<file path="config.mk">
export PLATFORM = sky130hd
export DESIGN_NAME = contador_arbiter
export DESIGN_NICKNAME = d
export VERILOG_FILES = /design/src/rtl/contador_arbiter.sv
export SDC_FILE = /design/constraint.sdc
export NUM_CORES = 1
export LEC_CHECK = 0
export CORE_MARGIN = 2
export CORE_UTILIZATION = 48
export DETAILED_ROUTE_END_ITERATION = 7
export GPL_ROUTABILITY_DRIVEN = 0
export PLACE_DENSITY = 0.8
export SLEW_MARGIN = 10
export SYNTH_ARGS = -nofsm -noshare
export SYNTH_HDL_FRONTEND = slang
export SYNTH_SLANG_ARGS = --single-unit
</file>
<file path="constraint.sdc">
create_clock -name clk_i -period 2.59 [get_ports clk_i]
set_clock_uncertainty 0.1 [all_clocks]
set_input_delay 0.518 -clock clk_i [delete_from_list [all_inputs] [get_ports clk_i]]
set_output_delay 0.518 -clock clk_i [all_outputs]
set_load 0.05 [all_outputs]
</file>
<file path="src/rtl/contador_arbiter.sv">
`default_nettype none
// ============================================================================
//  Module      : contador_arbiter
//  Description : Round-robin scheduler sharing one enable-driven counter
//                between N_REQ requesters. A winner gets a burst of len
//                enables, then a one-cycle done pulse reports whether the
//                burst was aborted and whether the counter result matched.
//  Revision    : 1.0 - initial release
// ============================================================================
module contador_arbiter #(
    parameter int N_REQ = 4,
    parameter int WIDTH = 4,
    parameter int LEN_W = 4
) (
    input  logic                   clk_i,
    input  logic                   rst_i,
    input  logic [N_REQ-1:0]       req_i,
    input  logic [N_REQ*LEN_W-1:0] len_i,
    input  logic [WIDTH-1:0]       data_i,
    output logic                   cnt_en_o,
    output logic [N_REQ-1:0]       gnt_o,
    output logic [N_REQ-1:0]       done_o,
    output logic                   aborted_o,
    output logic                   err_o,
    output logic                   busy_o
);

    localparam int IDX_W = (N_REQ > 1) ? $clog2(N_REQ) : 1;

    localparam logic [1:0] S_IDLE  = 2'd0;
    localparam logic [1:0] S_BURST = 2'd1;
    localparam logic [1:0] S_DONE  = 2'd2;

    logic [1:0]       state_q,  state_d;
    logic [IDX_W-1:0] win_q,    win_d;
    logic [IDX_W-1:0] ptr_q,    ptr_d;
    logic [LEN_W-1:0] rem_q,    rem_d;
    logic [LEN_W-1:0] issued_q, issued_d;
    logic [WIDTH-1:0] start_q,  start_d;
    logic             abort_q,  abort_d;

    logic [LEN_W-1:0] w_len [N_REQ];
    logic [N_REQ-1:0] w_win_oh;
    logic [IDX_W-1:0] w_pick;
    logic             w_any;
    logic             w_win_req;
    logic [WIDTH-1:0] w_expect;

    // Unpack the flat length bus and build the one-hot form of the latched winner
    genvar k;
    generate
        for (k = 0; k < N_REQ; k++) begin : g_req
            assign w_len[k]    = len_i[k*LEN_W +: LEN_W];
            assign w_win_oh[k] = (win_q == IDX_W'(k));
        end
    endgenerate

    assign w_win_req = req_i[win_q];
    // Expected counter value; wrap-around of the counter is legal
    assign w_expect  = start_q + WIDTH'(issued_q);

    // Round-robin search: first active request starting at ptr, wrapping
    always_comb begin
        logic [IDX_W:0] w_sum;
        w_any  = 1'b0;
        w_pick = '0;
        w_sum  = '0;
        for (int i = 0; i < N_REQ; i++) begin
            w_sum = {1'b0, ptr_q} + (IDX_W+1)'(i);
            if (w_sum >= (IDX_W+1)'(N_REQ)) begin
                w_sum = w_sum - (IDX_W+1)'(N_REQ);
            end
            if (!w_any && req_i[w_sum[IDX_W-1:0]]) begin
                w_any  = 1'b1;
                w_pick = w_sum[IDX_W-1:0];
            end
        end
    end

    // Next-state logic for the IDLE -> BURST -> DONE sequence
    always_comb begin
        state_d  = state_q;
        win_d    = win_q;
        ptr_d    = ptr_q;
        rem_d    = rem_q;
        issued_d = issued_q;
        start_d  = start_q;
        abort_d  = abort_q;
        case (state_q)
            S_IDLE: begin
                if (w_any) begin
                    win_d    = w_pick;
                    rem_d    = w_len[w_pick];
                    start_d  = data_i;
                    issued_d = '0;
                    abort_d  = 1'b0;
                    state_d  = (w_len[w_pick] == '0) ? S_DONE : S_BURST;
                end
            end
            S_BURST: begin
                if (!w_win_req) begin
                    // Requester gave up: no enable this cycle, report abort
                    abort_d = 1'b1;
                    state_d = S_DONE;
                end else begin
                    rem_d    = rem_q - 1'b1;
                    issued_d = issued_q + 1'b1;
                    if (rem_q == LEN_W'(1)) begin
                        state_d = S_DONE;
                    end
                end
            end
            S_DONE: begin
                ptr_d   = (win_q == IDX_W'(N_REQ-1)) ? '0 : win_q + 1'b1;
                state_d = S_IDLE;
            end
            default: begin
                state_d = S_IDLE;
            end
        endcase
    end

    // State registers with synchronous reset; the counter itself is untouched
    always_ff @(posedge clk_i) begin
        if (rst_i) begin
            state_q  <= S_IDLE;
            win_q    <= '0;
            ptr_q    <= '0;
            rem_q    <= '0;
            issued_q <= '0;
            start_q  <= '0;
            abort_q  <= 1'b0;
        end else begin
            state_q  <= state_d;
            win_q    <= win_d;
            ptr_q    <= ptr_d;
            rem_q    <= rem_d;
            issued_q <= issued_d;
            start_q  <= start_d;
            abort_q  <= abort_d;
        end
    end

    assign busy_o    = (state_q != S_IDLE);
    assign gnt_o     = (state_q == S_BURST) ? w_win_oh : '0;
    assign cnt_en_o  = (state_q == S_BURST) && w_win_req;
    assign done_o    = (state_q == S_DONE) ? w_win_oh : '0;
    assign aborted_o = (state_q == S_DONE) && abort_q;
    assign err_o     = (state_q == S_DONE) && (data_i != w_expect);

endmodule
`default_nettype wire
</file>
==> out/metrics.cfg <==
[status]
status=finished, final reports clean

[logic_synthesis]
avgSynthCellArea_um2=8.43
synth_top_cell_area_share=0.275
syn-cell-area_mm2=0.00138
yosysSeqAreaShare=0.275
yosys_warnings=0
yosysMostFrequentCell=nand2_1
synth_nets=201
yosysTopAreaCell=dfxtp_1
ys_ff_latch=19
synth_common_cells=nand2_1, dfxtp_1, a21oi_1
ys.flop_type=dfxtp_1
synth_cell_types=38
synthTopCellsByArea=dfxtp_1, ha_1, mux2i_1
async_reset_ff_frac=0
synth_edf_count=0
syn_inst=164

[power_and_ir_drop]
power.switching_w=0.000559
p_sw_frac=0.440
combPwrFrac=0.544
p_total_w=0.00127
ir_worst_vdd_mv=0.525
sequentialPowerShare=0.332
power.leakage_nw=0.790
power_frac_clock=0.124
powerDensity_mw_per_mm2=672
p_int_w=0.000712

[floorplanning]
die_x_um=57.7
die_area_mm2=0.00333
start_util=0.501
die_h_um=57.7
ios=38
coreArea_mm2=0.00276
num_rows=19

[cts]
cts_num_sinks=19
ctsHoldBuffers=0
clkLatencyLatePin_ns=0.30
clock-root-buffer=clkbuf_4
cts_tree=done
clkTransAtPathRegs_ns=0.11
cts_buffers=3
cts_buffer_depth=2
htreeDepth=1

[critical_path]
crit_path_end_kind=output port
cp_max_fo=5
crit_path_start_kind=input port
critPathKind=in2out
cp.arrival_ns=1.92
required_ns=1.97

[global_route]
grt_max_degree=12
track_usage=0.228
grt_pass1_vias=1307
grt_pass1_wl_um=5870
antenna_found_initial=0
gr-total-overflow=0

[final_layout]
nets=245
antenna_cells=0
syn2layout_area_growth_pct=36.8
drive_gt1_frac=0.232

[timing]
whs_ns=0.373
worst_slew_pin_slew_ns=0.688
fin_ws_ns=0.0499
final_hold_viol_count=0
setup-violations-final=0
maxSlewHeadroom=0.540
setup_tns_ns=0
slew_violations=0
layout_min_cycle_time_ns=2.54
post-route-period-util=0.981
timing.fmax_mhz=394

[place]
portBuffers=37
dp_slack_ns=-0.000179
dp_hpwl_um=2740

[route]
routedWlPerCell_um=15.2
remaining_drc_errors=0
ant_nets=0
first_pass_iters=7
drtIter0Drc=53
via_count=1325
routed_via_density=5.57
drt-total-wl_um=3610

[flow_run]
drv_cap=0

[worst_hold_path]
min_path_type=reg2reg

[layout make-up]
type | count | area (um^2)
flip-flops and latches | 19 | 387
well taps | 31 | 38.8
multi-input cells | 130 | 987
clock buffers | 4 | 26.3
fillers | 223 | 866
inverters | 12 | 45.0
repair buffers | 42 | 408
[power groups by stage]
stage	registers (W)	logic [W]	clock network, W
3_5_place_dp	0.000423	0.000659	0
6_report	0.000421	0.000691	0.000158
5_1_grt	0.000426	0.000749	0.000170
2_1_floorplan	0.000402	0.000469	0
4_1_cts	0.000414	0.000671	0.000159
3_3_place_gp	0.000415	0.000638	0
[per-layer routing]
layer,GRT usage,part of all wire
met5,0,0
met4,0.0831,0.0094
met3,0.0424,0.047
met2,0.407,0.52
met1,0.272,0.42
[final timing paths]
path                                  from         end  cells past startpoint  slack [ns]
worst max register to register    ptr_q[1]  state_q[0]                      7        0.52
worst max-delay path              req_i[2]    cnt_en_o                      5        0.05
worst min register to register  start_q[2]  start_q[2]                      2        0.37
worst min-delay path            start_q[2]  start_q[2]                      2        0.37
[sequential cells by signal, indices dropped and copies added, names as in the netlist]
signal,cells
rem_q,4
abort_q,1
state_q,2
win_q,2
start_q,4
issued_q,4
ptr_q,2
[cell usage in the layout (no fill, tap or decap), types with 2 or more instances in the layout]
cell type	instances
nand2b_1	3
clkdlybuf4s50_1	25
o21ai_0	2
buf_12	2
xor2_1	2
xnor2_1	3
ha_1	9
xor2_2	2
nor3_1	5
nand2_1	20
mux2i_1	9
clkbuf_4	3
a21oi_2	3
dfxtp_1	16
nor2_1	14
or2_2	2
xnor2_2	3
dfxtp_2	2
buf_4	14
and2_1	9
inv_2	2
a211oi_1	2
nand4_1	2
mux2_2	5
a21oi_1	17
inv_1	10
[worst max-delay path, stage by stage]
cell             delay, ns
clkdlybuf4s50_1       0.48
mux4_2                0.55
inv_2                 0.13
nor2_2                0.08
buf_12                0.15
[stage by stage]
stage               cell area [um^2]   util  instances
detailed placement              1800  0.652        233
CTS                             1840  0.666        238
global route                    1890  0.686        238
floorplan                       1390      -        164
global placement                1800  0.652        233
finish                          1890  0.686        238
[cell families (layout without fill, tap and decap cells)]
| kind of cell | after synthesis | in the layout | share of synthesized area |
|---|---|---|---|
| xor gates and xnor gates | 10 | 10 | 0.0633 |
| AOI/OAI and AO/OA | 34 | 34 | 0.166 |
| muxes | 15 | 15 | 0.122 |
| adders and majority gates | 11 | 11 | 0.105 |
| DFF | 19 | 19 | 0.275 |
| and+or+nand+nor | 60 | 60 | 0.214 |
| buffers and inverters | 15 | 58 | 0.0543 |
[repair_timing]
action | 4_1_cts | 5_1_grt
resized for setup | 4 | 11
pin swaps | 3 | 6
cloned | 0 | 0
endpoints found under the setup margin | 2 | 2
setup buffers | 1 | 0
Note: power is estimated with default switching activity, not from simulation.
